--- src/rtl/board_judge.sv ---
// Tic-tac-toe board judge: snapshots an 18-bit board on start, scans the nine
// cells and then the eight lines, and reports winner/draw/illegal with a done pulse.
module board_judge (
    input  logic        clk,
    input  logic        rst,
    input  logic        start,
    input  logic [17:0] state,
    output logic        busy,
    output logic        done,
    output logic [1:0]  winner,
    output logic [2:0]  win_line,
    output logic        draw,
    output logic        illegal,
    output logic [3:0]  x_count,
    output logic [3:0]  o_count
);
    localparam int unsigned BOARD_W = 18;
    localparam int unsigned IDX_W   = 4;
    localparam int unsigned CNT_W   = 4;
    localparam logic [IDX_W-1:0] LAST_CELL = IDX_W'(8);
    localparam logic [IDX_W-1:0] LAST_LINE = IDX_W'(7);
    localparam logic [1:0] CELL_X   = 2'b01;
    localparam logic [1:0] CELL_O   = 2'b10;
    localparam logic [1:0] CELL_BAD = 2'b11;

    typedef enum logic [1:0] {IDLE, CELLS, LINES, REPORT} fsm_e;

    fsm_e               fsm_q;
    logic [BOARD_W-1:0] snap_q;
    logic [IDX_W-1:0]   idx_q;
    logic [CNT_W-1:0]   xc_q, oc_q;
    logic               inv_q, xwin_q, owin_q;
    logic [2:0]         cand_q;

    logic               busy_q, done_q, draw_q, illegal_q;
    logic [1:0]         winner_q;
    logic [2:0]         win_line_q;
    logic [CNT_W-1:0]   x_count_q, o_count_q;

    function automatic logic [1:0] cell_at(input logic [BOARD_W-1:0] b, input logic [IDX_W-1:0] k);
        cell_at = b[{k, 1'b0} +: 2];
    endfunction

    // Three cell indices of each line: rows, then columns, then diagonals.
    function automatic logic [11:0] line_cells(input logic [2:0] l);
        case (l)
            3'd0:    line_cells = {4'd0, 4'd1, 4'd2};
            3'd1:    line_cells = {4'd3, 4'd4, 4'd5};
            3'd2:    line_cells = {4'd6, 4'd7, 4'd8};
            3'd3:    line_cells = {4'd0, 4'd3, 4'd6};
            3'd4:    line_cells = {4'd1, 4'd4, 4'd7};
            3'd5:    line_cells = {4'd2, 4'd5, 4'd8};
            3'd6:    line_cells = {4'd0, 4'd4, 4'd8};
            default: line_cells = {4'd2, 4'd4, 4'd6};
        endcase
    endfunction

    logic [1:0]  cur_c, ca_c, cb_c, cc_c;
    logic [11:0] lc_c;
    logic        line_x_c, line_o_c, xwin_c, owin_c, ill_c, draw_c;
    logic [2:0]  cand_c, line_out_c;
    logic [1:0]  winner_c;
    logic [4:0]  xc5_c, oc5_c;

    // Current line match folded into the flags so the verdict includes the last line.
    always_comb begin
        cur_c    = cell_at(snap_q, idx_q);
        lc_c     = line_cells(idx_q[2:0]);
        ca_c     = cell_at(snap_q, lc_c[11:8]);
        cb_c     = cell_at(snap_q, lc_c[7:4]);
        cc_c     = cell_at(snap_q, lc_c[3:0]);
        line_x_c = (fsm_q == LINES) && (ca_c == CELL_X) && (cb_c == CELL_X) && (cc_c == CELL_X);
        line_o_c = (fsm_q == LINES) && (ca_c == CELL_O) && (cb_c == CELL_O) && (cc_c == CELL_O);
        xwin_c   = xwin_q | line_x_c;
        owin_c   = owin_q | line_o_c;
        cand_c   = (!(xwin_q | owin_q) && (line_x_c | line_o_c)) ? idx_q[2:0] : cand_q;
        xc5_c    = {1'b0, xc_q};
        oc5_c    = {1'b0, oc_q};
        ill_c    = inv_q || (xc5_c > oc5_c + 5'd1) || (oc5_c > xc5_c + 5'd1) || (xwin_c && owin_c);
        draw_c   = !ill_c && !xwin_c && !owin_c && (xc5_c + oc5_c == 5'd9);
        winner_c = 2'b00;
        if (!ill_c && xwin_c) begin
            winner_c = CELL_X;
        end else if (!ill_c && owin_c) begin
            winner_c = CELL_O;
        end
        line_out_c = (!ill_c && (xwin_c || owin_c)) ? cand_c : 3'd0;
    end

    always_ff @(posedge clk) begin
        if (rst) begin
            fsm_q      <= IDLE;
            snap_q     <= '0;
            idx_q      <= '0;
            xc_q       <= '0;
            oc_q       <= '0;
            inv_q      <= 1'b0;
            xwin_q     <= 1'b0;
            owin_q     <= 1'b0;
            cand_q     <= '0;
            busy_q     <= 1'b0;
            done_q     <= 1'b0;
            winner_q   <= '0;
            win_line_q <= '0;
            draw_q     <= 1'b0;
            illegal_q  <= 1'b0;
            x_count_q  <= '0;
            o_count_q  <= '0;
        end else begin
            case (fsm_q)
                IDLE: begin
                    done_q <= 1'b0;
                    if (start) begin
                        fsm_q      <= CELLS;
                        snap_q     <= state;
                        idx_q      <= '0;
                        xc_q       <= '0;
                        oc_q       <= '0;
                        inv_q      <= 1'b0;
                        xwin_q     <= 1'b0;
                        owin_q     <= 1'b0;
                        cand_q     <= '0;
                        busy_q     <= 1'b1;
                        winner_q   <= '0;
                        win_line_q <= '0;
                        draw_q     <= 1'b0;
                        illegal_q  <= 1'b0;
                        x_count_q  <= '0;
                        o_count_q  <= '0;
                    end
                end
                CELLS: begin
                    if (cur_c == CELL_X) xc_q <= xc_q + CNT_W'(1);
                    if (cur_c == CELL_O) oc_q <= oc_q + CNT_W'(1);
                    if (cur_c == CELL_BAD) inv_q <= 1'b1;
                    if (idx_q == LAST_CELL) begin
                        fsm_q <= LINES;
                        idx_q <= '0;
                    end else begin
                        idx_q <= idx_q + IDX_W'(1);
                    end
                end
                LINES: begin
                    xwin_q <= xwin_c;
                    owin_q <= owin_c;
                    cand_q <= cand_c;
                    if (idx_q == LAST_LINE) begin
                        fsm_q      <= REPORT;
                        idx_q      <= '0;
                        busy_q     <= 1'b0;
                        done_q     <= 1'b1;
                        winner_q   <= winner_c;
                        win_line_q <= line_out_c;
                        draw_q     <= draw_c;
                        illegal_q  <= ill_c;
                        x_count_q  <= xc_q;
                        o_count_q  <= oc_q;
                    end else begin
                        idx_q <= idx_q + IDX_W'(1);
                    end
                end
                REPORT: begin
                    done_q <= 1'b0;
                    fsm_q  <= IDLE;
                end
                default: fsm_q <= IDLE;
            endcase
        end
    end

    assign busy     = busy_q;
    assign done     = done_q;
    assign winner   = winner_q;
    assign win_line = win_line_q;
    assign draw     = draw_q;
    assign illegal  = illegal_q;
    assign x_count  = x_count_q;
    assign o_count  = o_count_q;
endmodule

--- config.mk ---
export PLATFORM = sky130hd
export DESIGN_NAME = board_judge
export DESIGN_NICKNAME = d
export VERILOG_FILES = /design/src/rtl/board_judge.sv
export SDC_FILE = /design/constraint.sdc
export NUM_CORES = 1
export LEC_CHECK = 0
export CORE_MARGIN = 2
export CORE_UTILIZATION = 52
export CTS_CLUSTER_SIZE = 28
export DETAILED_ROUTE_END_ITERATION = 10
export PLACE_DENSITY = 0.89
export SLEW_MARGIN = 0
export SYNTH_ARGS = -nofsm -noshare
export SYNTH_HDL_FRONTEND = slang
export SYNTH_SLANG_ARGS = --single-unit
export TNS_END_PERCENT = 10
--- constraint.sdc ---
create_clock -name clk -period 3.8 [get_ports clk]
set_clock_uncertainty 0.1 [all_clocks]
set_input_delay 0.95 -clock clk [delete_from_list [all_inputs] [get_ports clk]]
set_output_delay 0.95 -clock clk [all_outputs]
set_load 0.03 [all_outputs]
==> flow_metrics.env <==
export IMPL_ys_types=69
export IMPL_ios=38
export IMPL_seq_area_um2=1100
export IMPL_muxShareOfSynthArea_pct=7.45
export IMPL_rrSetupSlack_ns=0.14
export IMPL_syn_nets=519
export IMPL_cp_max_fo=10
export IMPL_via_per_inst=6.20
export IMPL_yosysSeqAreaShare_pct=29.4
export IMPL_nNetsFinal=546
export IMPL_tns_ns=0
export IMPL_drc=0
export IMPL_power_frac_seq_pct=35.1
export IMPL_combPwrFrac_pct=45.3
export IMPL_final_area_um2=4350
export IMPL_initial_core_util_pct=54.6
export IMPL_multi_input_area_um2=2470
export IMPL_first_iter_violations=372
export IMPL_io_buffer_count=37
export IMPL_vias=3708
export IMPL_grt_ovfl_total=0
export IMPL_layout_commonest_cell="nand2_1"
export IMPL_diodes=0
export IMPL_area_growth_pct=16.2
export IMPL_p_per_area_nw_per_um2=464
export IMPL_routed_wl_um=10100
export IMPL_grt_max_degree=33
export IMPL_fp_coreArea_um2=6870
export IMPL_drv_slew=0
export IMPL_timing_rr_end="win_line[2]"
export IMPL_worstPathRequired_ns=3.90
export IMPL_p_clk_share_pct=19.6
export IMPL_timing_final_crit_share_pct=96.3
export IMPL_cp_end_kind="register"
export IMPL_p_sw_uw=841
export IMPL_synth_compound_area_share_pct=23.2
export IMPL_synth_simple_gate_area_share_pct=25.1
export IMPL_synthCells=474
export IMPL_grt_pass1_vias=3510
export IMPL_cts_buffers=5
export IMPL_setup_viol=0
export IMPL_netlist_area_um2=3750
export IMPL_hold_start="cand_q[0]"
export IMPL_tightestPinTransition_ns=0.746
export IMPL_yosysWarnings=0
export IMPL_grt_total_usage_pct=26.3
export IMPL_cp_slowest_cell="nor4_2"
export IMPL_h_tree_depth=2
export IMPL_post_cts_buffers=0
export IMPL_clockRootBuffer="clkbuf_8"
export IMPL_status="finished clean"
export IMPL_max_cap_violations=0
export IMPL_p_leak_uw=0.00163
export IMPL_hold_path_class="register to register"
export IMPL_placed_area_um2=4210
export IMPL_dr_pass1_iters=5
export IMPL_holdPathEnd="cand_q[0]"
export IMPL_clock_fmax_mhz=273
export IMPL_grt_pass1_wl_um=16300
export IMPL_tritoncts="yes"
export IMPL_arrival_ns=3.76
export IMPL_reg2reg_from="idx_q[0]"
export IMPL_cts_hold_fix_buffers=0
export IMPL_reg2regPathDepth=12
export IMPL_cts_buffer_depth=2
export IMPL_rsz0062_at_grt="no"
export IMPL_wire_per_inst_um=16.9
export IMPL_async_reset_ff_share_pct=0
export IMPL_hold_violations=0
export IMPL_swShare_pct=41.6
export IMPL_antenna_found_initial=0
export IMPL_cts_sinks=55
export IMPL_clk_latency_ns=0.31
export IMPL_path_clk_slew_ns=0.09
export IMPL_ant_nets=0
export IMPL_synth_seq_cells=55
export IMPL_layout_drive_gt1_share_pct=9.76
export IMPL_hold_depth=2
export IMPL_setup_worst_path_start_class="register"
export IMPL_die_x_um=88.9
export IMPL_fp_dieH_um=88.9
export IMPL_syn_mean_instance_area_um2=7.91
export IMPL_synth_edf_count=0
export IMPL_die_area_um2=7900
export IMPL_dp_hpwl_um=7390
export IMPL_slowest_delay_ns=0.52
export IMPL_synth_ff_type="dfxtp_1"
export IMPL_crit_type="register to register"
export IMPL_n_fill_cell=562
export IMPL_internal_power_uw=1180
export IMPL_final_cell_mix="nand2_1, dfxtp_1, a21oi_1"
export IMPL_synth_top_family_by_area="simple AND/OR/NAND/NOR gates"
export IMPL_vdd_drop_max_mv=0.393
export IMPL_synth_xor_area_share_pct=1.17
export IMPL_gp_congestion=0.986
export IMPL_period_minus_slack_ns=3.66
export IMPL_yosys_area_share_adder_pct=8.21
export IMPL_crit_chain="inv_1 > ha_1 > buf_4 > mux2_4 > mux2_1 > o32ai_2 > o221a_2 > nand4_1 > nor4_2 > a211oi_1 > o31ai_1 > a21oi_1"
export IMPL_fp_row_count=30
export IMPL_timing_slew_headroom_pct=50.1
final cells by class:
| cell class | count | share of cell area [%] |
|---|---|---|
| flip-flops and latches | 55 | 25.3 |
| well taps | 96 | 2.76 |
| repair buffers | 48 | 10.7 |
| multi-input cells | 369 | 56.7 |
| inverters | 22 | 1.90 |
| clock buffers | 6 | 1.90 |
| clock inverters | 2 | 0.805 |
cells by family (layout without fill, tap and decap cells):
kind of cell    after synthesis  after routing
buf+inv                      50             78
flops                        55             55
compound gates              135            135
mux                          17             17
xor+xnor                      5              5
simple gates                188            188
fa+ha+maj                    24             24
registers in the layout, indices dropped and copies added (netlist names), 2 cells and up:
signal / count
fsm_q: 2
win_line: 3
oc_q: 4
idx_q: 4
snap_q: 18
x_count: 4
winner: 2
cand_q: 3
o_count: 4
xc_q: 4
worst max path at each step:
stage | startpoint | end | slack [ns]
floorplan | idx_q[2] | win_line[2] | 0.24
global placement | idx_q[0] | win_line[2] | 0.34
detailed placement | idx_q[0] | win_line[2] | 0.25
CTS | idx_q[0] | win_line[2] | 0.20
global route | idx_q[0] | win_line[2] | 0.02
finish | idx_q[0] | win_line[2] | 0.14
critical path: cells and delay by family, from the launching register on:
| kind | cells | cell delay, ns |
|---|---|---|
| multiplexers | 2 | 0.67 |
| adder cells (fa/ha/maj) | 1 | 0.27 |
| AO/OA/AOI/OAI | 5 | 1.00 |
| flip-flops | 1 | 0.44 |
| AND/OR/NAND/NOR | 2 | 0.77 |
| buffers and inverters | 2 | 0.31 |
per-layer routing:
layer	GRT usage (%)	routed length (um)	vias to the layer above	share of wire (%)
li1	-	-	1774	-
met1	33.1	4090	1761	40
met2	46.1	5160	144	51
met3	4.16	650	29	6.4
met4	8.26	205	0	2.0
met5	0	0	-	0
power groups by stage:
| stage | sequential (uW) | clock, uW | combinational [uW] |
|---|---|---|---|
| 6_report | 709 | 396 | 916 |
| 2_1_floorplan | 689 | 0 | 666 |
| 5_1_grt | 711 | 424 | 1010 |
| 3_5_place_dp | 715 | 0 | 884 |
| 3_3_place_gp | 712 | 0 | 856 |
| 4_1_cts | 702 | 401 | 890 |
through the flow:
step | setup WS (ns) | utilization [%] | hold slack (ns) | cells | power, uW
global route | 0.0187 | 63.4 | 0.398 | 598 | 2140
detailed placement | 0.252 | 61.3 | 0.353 | 590 | 1600
global placement | 0.336 | 61.3 | 0.348 | 590 | 1570
floorplan | 0.238 | - | 0.338 | 474 | 1350
CTS | 0.205 | 63.0 | 0.368 | 598 | 1990
finish | 0.139 | 63.4 | 0.363 | 598 | 2020
timing repair:
action,CTS,global route
setup endpoints to repair,0,4
gates resized for setup,0,4
hold endpoints to repair,0,0
Yosys cell counts, types with 5 or more instances:
| cell type | number | area share, % |
|---|---|---|
| nand2_1 | 60 | 6.0 |
| dfxtp_1 | 55 | 29 |
| a21oi_1 | 45 | 6.0 |
| nor2_1 | 33 | 3.3 |
| o21ai_0 | 27 | 3.6 |
| ha_1 | 23 | 7.7 |
| clkbuf_1 | 22 | 2.2 |
| inv_1 | 22 | 2.2 |
| nand3_1 | 21 | 2.8 |
| nand4_1 | 10 | 1.7 |
| and3_1 | 9 | 1.5 |
| a211oi_1 | 8 | 1.6 |
| a22oi_1 | 8 | 1.6 |
| nor2b_1 | 8 | 1.3 |
| nor3_1 | 8 | 1.1 |
| nand2b_1 | 6 | 1.0 |
| a21o_1 | 5 | 1.0 |
| and2_1 | 5 | 0.83 |
| mux2i_1 | 5 | 1.3 |
| or2_2 | 5 | 0.83 |
No activity file was read; power rests on OpenSTA's default activity.
==> RTL change: new RTL, config.mk and constraints unchanged <==
Add an input register stage for `start` and `state`; this delays them by one clock.
--- a/src/rtl/board_judge.sv
+++ b/src/rtl/board_judge.sv
@@ -24,6 +24,14 @@
     localparam logic [1:0] CELL_BAD = 2'b11;
 
     typedef enum logic [1:0] {IDLE, CELLS, LINES, REPORT} fsm_e;
+
+    logic start_q;
+    logic [17:0] state_q;
+
+    always_ff @(posedge clk) begin
+        start_q <= start;
+        state_q <= state;
+    end
 
     fsm_e               fsm_q;
     logic [BOARD_W-1:0] snap_q;
@@ -110,9 +118,9 @@
             case (fsm_q)
                 IDLE: begin
                     done_q <= 1'b0;
-                    if (start) begin
+                    if (start_q) begin
                         fsm_q      <= CELLS;
-                        snap_q     <= state;
+                        snap_q     <= state_q;
                         idx_q      <= '0;
                         xc_q       <= '0;
                         oc_q       <= '0;
Check against the original RTL: not equivalent (a bounded check fails within 4 cycles, from zero or initial values and one cycle with rst high).
==> RTL change against the unedited design <==
Non-clock buffer count decreased by 2. Wire length is 2.4% lower. First-iteration DRC count is 4.3% lower. Final cell count shrank 0.33%. Sequential cell count increased by 19. Worst setup slack improved by 0.15 ns. Total power increased by 15%. Highest routed layer unchanged. Critical path type unchanged. Synthesized cell count decreased by 3.6%. Design area increased by 6.8%. Synthesized area up 8.9%.
==> RTL change: results (changes against the unedited design) <==
| Metric | Value |
|---|---|
| Outcome | completed (unchanged) |
| Final wirelength | 9860 um (was 10100 um) |
| Filler Cell Count | 627 (was 562) |
| Syn_area_per_cell | 8.93 um2 (was 7.91 um2) |
| Final Net Count | 535 (was 546) |
| Synth cell count leaders | 74 x dfxtp_1, 67 x nand2_1, 41 x a21oi_1 (was 60 x nand2_1, 55 x dfxtp_1, 45 x a21oi_1) |
| Post-placement worst setup slack | 0.332 ns (was 0.252 ns) |
| Worst path slowest cell | or4_4 (was nor4_2) |
| Clock slew at reported path FFs | 0.07 ns (was 0.09 ns) |
| Dpl cells | 581 (was 590) |
| Reg2Reg Setup Slack | 0.29 ns (was 0.14 ns) |
| Worst Path Max Fanout | 11 (was 10) |
| Hold EP | snap_q[0] (was cand_q[0]) |
| Leak Pwr | 1.72 nW (was 1.63 nW) |
| Hold_sp | state_q[0] (was cand_q[0]) |
| DP Wirelength | 7160 um (was 7390 um) |
| Peak VDD IR | 283 uV (was 393 uV) |
| TritonCTS buffer count | 9 (was 5) |
| Vias in the first global route | 3547 (was 3510) |
| Placed cell area | 4480 um2 (was 4210 um2) |
| Share of post-route cells with drive strength above 1 | 0.121 (was 0.0976) |
| Non-filler cells, final | 596 (was 598) |
| Pin slew with the least headroom to its limit | 0.707 ns (was 0.746 ns) |
| Largest net degree at the start of global routing | 30 (was 33) |
| GP Congestion | 1.10 (was 0.986) |
| Synth top area cells | dfxtp_1 36%, ha_1 7.1%, nand2_1 6.2% (was dfxtp_1 29%, ha_1 7.7%, a21oi_1 6.0%) |
| R2R Path End | cand_q[2] (was win_line[2]) |
-- RTL change: cell count changes after synthesis, moves of 8 or more --
cell / before / now
mux2i_1: 5 / 15
and3_1: 9 / 1
nand3_1: 21 / 11
dfxtp_1: 55 / 74
o21ai_0: 27 / 18
-- RTL change: per-stage QoR --
step | hold WS, ns | utilization
after detailed placement | 0.327 | 0.586
after global placement | 0.323 | 0.586
after CTS | 0.333 | 0.608
after floorplan | 0.317 | -
final | 0.336 | 0.608
after global routing | 0.344 | 0.608
-- RTL change: final cells by class --
class	count	area share
clock inverters	2	0.00269
repair buffers	46	0.0931
clock buffers	13	0.0342
inverters	24	0.0194
flip-flops and latches	74	0.319
well taps	102	0.0274
multi-input cells	335	0.505
-- RTL change: report_power, final --
group / switching [W] / internal (W)
clock: 0.000271 / 0.000268
sequential: 0.0000805 / 0.000839
combinational: 0.000535 / 0.000329
-- RTL change: worst reg2reg max path, stage by stage (launching register included) --
cell,delay (ns)
dfxtp_1,0.32
inv_1,0.15
ha_1,0.43
and2b_1,0.26
o21bai_2,0.31
and3_2,0.23
a211oi_1,0.05
or4_4,0.55
nor4_2,0.36
o21ai_2,0.17
or3_4,0.37
o32ai_1,0.13
-- RTL change: how the worst max path moves through the flow --
stage | to | slack (ns) | from
floorplan | win_line[0] | 0.44 | idx_q[0]
global placement | win_line[2] | 0.42 | idx_q[0]
finish | cand_q[2] | 0.29 | idx_q[1]
detailed placement | win_line[0] | 0.33 | idx_q[0]
CTS | win_line[0] | 0.31 | idx_q[0]
global route | cand_q[0] | 0.08 | idx_q[0]
-- RTL change: cells by family (layout without fill, tap and decap cells) --
group / after synthesis / count (layout) / synth area share
muxes: 24 / 24 / 0.0819
and+or+nand+nor: 159 / 159 / 0.188
DFF: 74 / 74 / 0.363
xor gates and xnor gates: 6 / 6 / 0.0129
AOI/OAI and AO/OA: 122 / 122 / 0.217
adders and majority gates: 24 / 24 / 0.0754
buffers and inverters: 48 / 85 / 0.0619
-- RTL change: routing by layer --
layer,wire (um),track usage,part of all wire,vias to the layer above
li1,-,-,-,1697
met3,766,0.0529,0.078,27
met1,4090,0.306,0.41,1716
met5,0,0,0,-
met2,4780,0.409,0.48,156
met4,220,0.112,0.022,0
